**src/rtl/wptr_full_ctrl.sv**
```systemverilog
// rtl/wptr_full_ctrl.sv - write-domain pointer, full/almost-full, overflow and level for an async FIFO
module wptr_full_ctrl #(
  parameter int ADDR_WIDTH = 6,
  parameter int AF_MARGIN  = 4
) (
  input  logic                  clk,
  input  logic                  rst_n,
  input  logic                  winc,
  input  logic                  ovf_clr,
  input  logic [ADDR_WIDTH:0]   rptr_sync,
  output logic                  wr_en,
  output logic [ADDR_WIDTH-1:0] waddr,
  output logic [ADDR_WIDTH:0]   wptr,
  output logic                  wfull,
  output logic                  walmost_full,
  output logic                  woverflow,
  output logic [ADDR_WIDTH:0]   wlevel
);

  localparam int PW    = ADDR_WIDTH + 1;
  localparam int DEPTH = 2 ** ADDR_WIDTH;
  localparam logic [ADDR_WIDTH:0] AF_THRESH = PW'(DEPTH - AF_MARGIN);

  logic [ADDR_WIDTH:0] r_wbin;
  logic [ADDR_WIDTH:0] r_wptr;
  logic                r_wfull;
  logic                r_walmost_full;
  logic                r_woverflow;
  logic [ADDR_WIDTH:0] r_wlevel;

  logic                w_wr_en;
  logic [ADDR_WIDTH:0] w_wbin_next;
  logic [ADDR_WIDTH:0] w_wgray_next;
  logic [ADDR_WIDTH:0] w_rbin;
  logic [ADDR_WIDTH:0] w_full_cmp;
  logic [ADDR_WIDTH:0] w_level_next;

  // Each binary bit of the read pointer is the XOR of all Gray bits at or above it.
  for (genvar gi = 0; gi < PW; gi++) begin : g_g2b
    assign w_rbin[gi] = ^(rptr_sync >> gi);
  end

  assign w_wr_en      = winc & ~r_wfull;
  assign w_wbin_next  = r_wbin + PW'(w_wr_en);
  assign w_wgray_next = w_wbin_next ^ (w_wbin_next >> 1);
  assign w_level_next = w_wbin_next - w_rbin;
  // Full when the write pointer is exactly one lap ahead: top two Gray bits inverted.
  assign w_full_cmp   = {~rptr_sync[ADDR_WIDTH:ADDR_WIDTH-1], rptr_sync[ADDR_WIDTH-2:0]};

  always_ff @(posedge clk or negedge rst_n) begin
    if (!rst_n) begin
      r_wbin         <= '0;
      r_wptr         <= '0;
      r_wfull        <= 1'b0;
      r_walmost_full <= 1'b0;
      r_woverflow    <= 1'b0;
      r_wlevel       <= '0;
    end else begin
      r_wbin         <= w_wbin_next;
      r_wptr         <= w_wgray_next;
      r_wfull        <= (w_wgray_next == w_full_cmp);
      r_walmost_full <= (w_level_next >= AF_THRESH);
      r_woverflow    <= (winc & r_wfull) | (r_woverflow & ~ovf_clr);
      r_wlevel       <= w_level_next;
    end
  end

  assign wr_en        = w_wr_en;
  assign waddr        = r_wbin[ADDR_WIDTH-1:0];
  assign wptr         = r_wptr;
  assign wfull        = r_wfull;
  assign walmost_full = r_walmost_full;
  assign woverflow    = r_woverflow;
  assign wlevel       = r_wlevel;

endmodule

```
**config.mk**
```make
export PLATFORM = sky130hd
export DESIGN_NAME = wptr_full_ctrl
export DESIGN_NICKNAME = d
export VERILOG_FILES = /design/src/rtl/wptr_full_ctrl.sv
export SDC_FILE = /design/constraint.sdc
export NUM_CORES = 1
export LEC_CHECK = 0
export CAP_MARGIN = 5
export CORE_MARGIN = 2
export CORE_UTILIZATION = 52
export DETAILED_ROUTE_END_ITERATION = 10
export MAX_ROUTING_LAYER = met4
export PLACE_DENSITY = 0.93
export SLEW_MARGIN = 5
export SYNTH_ARGS = -nofsm -noshare
export SYNTH_HDL_FRONTEND = slang
export SYNTH_SLANG_ARGS = --single-unit
```
**constraint.sdc**
```tcl
create_clock -name clk -period 5.3 [get_ports clk]
set_input_delay 0.795 -clock clk [delete_from_list [all_inputs] [get_ports clk]]
set_output_delay 0.795 -clock clk [all_outputs]
set_load 0.05 [all_outputs]
```
==> impl_metrics.tcl <==
set metrics [dict create \
    post-route-period-util_pct 73.8 \
    yosys_warnings 0 \
    relSlewSlack_pct 33.2 \
    wl_per_cell_um 13.5 \
    dp_hpwl_um 1970 \
    grt_pass1_vias 975 \
    ys_types 32 \
    syn-num-nets 138 \
    nets 175 \
    grt_pass1_wl_um 4270 \
    dieArea_um2 3000 \
    drc_errors 0 \
    grt_usage_pct 20.4 \
    fin_crit_ns 3.91 \
    setup_violations 0 \
    yosysSeqAreaShare_pct 43.0 \
    cp_cell_sequence "clkdlybuf4s50_1 > xor3_2 > xnor2_2 > xor2_2 > xnor2_2 > xor2_1 > ha_1 > fa_1 > nor2b_1 > o21ai_0 > a21boi_0 > o21ai_0 > a21o_1 > nand3_1" \
    final_util_pct 70.3 \
    drt_iter0_markers 8 \
    cts.sinks 23 \
    rows 18 \
    hold_viol_final 0 \
    overflow 0 \
    fillers 178 \
    die_h_um 54.7 \
    netlist_instances 118 \
    fin_skew_ns 0.00923 \
    viasPerCell 5.07 \
    area_growth_pct 29.0 \
    cp_slowest_cell "clkdlybuf4s50_1" \
    async_flop_share_pct 100 \
    drive_above_1_share_pct 9.74 \
    initial_core_util_pct 54.5 \
    fmax_ghz 0.256 \
    crit_path_end_kind "flip-flop" \
    synth-edff-count 0 \
    wl_um 2490 \
    clkLatencyLatePin_ns 0.31 \
    tns_ns 0 \
    slew_violations 0 \
    clk_path_buf_depth 2 \
    setup_ws_ns 1.39 \
    cts_setup_buffers 0 \
    syn_area_um2 1340 \
    h-tree-depth 1 \
    worstSetupStartpointType "input pin" \
    cap_violations 0 \
    synth_seq_cells 23 \
    postCtsHoldBufs 0 \
    critPathBufInv 1 \
    place_congestion 0.899 \
    worst_pin_slew_ns 0.998 \
    timing.hold.ws_ns 0.515 \
    numCtsBuffers 3 \
    critPathTopFamily "XOR/XNOR gates" \
    antenna_cells 0 \
    dp_slack_ns 1.13 \
    die_w_um 54.7 \
    vias 933 \
    io_pins 35 \
    cp_slowest_stage_delay_ns 0.55 \
    coreArea_um2 2450 \
    status "finished clean" \
    antenna_found_initial 0 \
    drtPass1Iterations 4 \
    syn_avg_cell_area_um2 11.3 \
    ctsResizeCount 0 \
    cp_max_fo 3 \
    min_path_type "reg2reg" \
    clockRootBuffer "clkbuf_4" \
    worst-endpoint-arrival_ns 4.16 \
    synth_flop_cell "dfrtp_1" \
    rsz0062_at_grt "false" \
    cts_tree "done" \
    final_antenna_net_count 0 \
    io_buffers 34 \
    crit_type "in2reg" \
    cts.clk_slew.worst_paths_ns 0.13 \
    grt_max_degree 24 \
    critical_path_required_ns 5.55 \
]
-- final cells by class --
class                           instances  area (µm²)  area share, %
Tap cell                               30        37.5           2.17
Clock buffer                            4        26.3           1.52
Timing Repair Buffer                   34         340           19.7
Multi-Input combinational cell         82         706           40.9
Inverter                               11        41.3           2.39
Sequential cell                        23         576           33.3
-- layer usage --
layer | GRT usage (%) | vias up | part of all wire (%)
met5 | - | - | 0
met4 | 7.08 | 0 | 1.4
met3 | 2.73 | 6 | 3.5
met2 | 32.5 | 24 | 51
met1 | 26.7 | 443 | 44
li1 | - | 460 | -
-- state kept, by name, summed over array words and instances (netlist names) --
signal / cells
wfull: 1
wlevel: 7
wptr: 6
r_wbin: 7
walmost_full: 1
woverflow: 1
-- per-stage QoR --
stage	area, µm²	cells
finish	1730	184
global route	1730	184
CTS	1730	184
detailed placement	1700	180
global placement	1700	180
floorplan	1340	118
-- tightest hold or removal path: cells and delay by family (launching register included) --
kind	cells	cell delay [ns]
AND/OR/NAND/NOR	1	0.05
flip-flops	1	0.38
AO/OA/AOI/OAI	1	0.05
-- path summary, 6_finish.rpt --
path | startpoint | endpoint | slack, ns | cells past startpoint
min | wfull | woverflow | 0.51 | 2
min in group asynchronous | rst_n | r_wbin[6] | 1.02 | 1
max reg2reg | wfull | walmost_full | 2.26 | 11
max in group asynchronous | rst_n | wfull | 3.67 | 1
max | rptr_sync[6] | walmost_full | 1.39 | 14
min reg2reg | wfull | woverflow | 0.51 | 2
-- placed cells by master (no fill, tap or decap) --
| master | instances |
|---|---|
| ha_1 | 8 |
| clkdlybuf4s50_1 | 34 |
| o21a_1 | 1 |
| clkbuf_1 | 1 |
| nand3_2 | 2 |
| nor3b_2 | 1 |
| nand4_1 | 1 |
| or3_1 | 2 |
| xor3_2 | 2 |
| inv_1 | 11 |
| xnor2_1 | 13 |
| nand3_1 | 5 |
| o211ai_2 | 1 |
| xnor2_2 | 2 |
| nor2_1 | 4 |
| o211a_1 | 1 |
| xor2_1 | 12 |
| o21ai_0 | 3 |
| nor2b_1 | 4 |
| mux2_2 | 1 |
| nand2_1 | 9 |
| fa_1 | 1 |
| a21o_1 | 1 |
| or2_2 | 1 |
| a211oi_2 | 1 |
| a211o_1 | 1 |
| xor2_2 | 1 |
| a31oi_1 | 1 |
| clkbuf_4 | 3 |
| o31ai_1 | 1 |
| a21boi_0 | 1 |
| a21oi_1 | 1 |
| dfrtp_1 | 23 |
-- synth_stat cells (all sizes together) (2+ instances only) --
master,number,area share (%)
xor2,13,9.1
buf,2,1.2
or3,2,0.93
nand3,7,3.4
xnor2,15,11
nor2,4,1.1
inv,11,3.1
o21ai,3,1.1
xor3,2,3.7
dfrtp,23,43
nor2b,4,1.9
nand2,9,2.5
ha,8,7.5
-- kinds of logic (layout without fill, tap and decap cells) --
| family | Yosys count | count (layout) | synth area share, % |
|---|---|---|---|
| AND/OR/NAND/NOR | 29 | 29 | 11.7 |
| XOR/XNOR | 30 | 30 | 23.7 |
| buffers and inverters | 13 | 49 | 4.30 |
| flip-flops | 23 | 23 | 43.0 |
| adder cells (fa/ha/maj) | 9 | 9 | 8.97 |
| AO/OA/AOI/OAI | 13 | 13 | 7.48 |
| multiplexers | 1 | 1 | 0.841 |
Power is left out: the tool's default activity adds up to more than one toggle a clock period on the data nets, which glitch-free logic cannot reach.
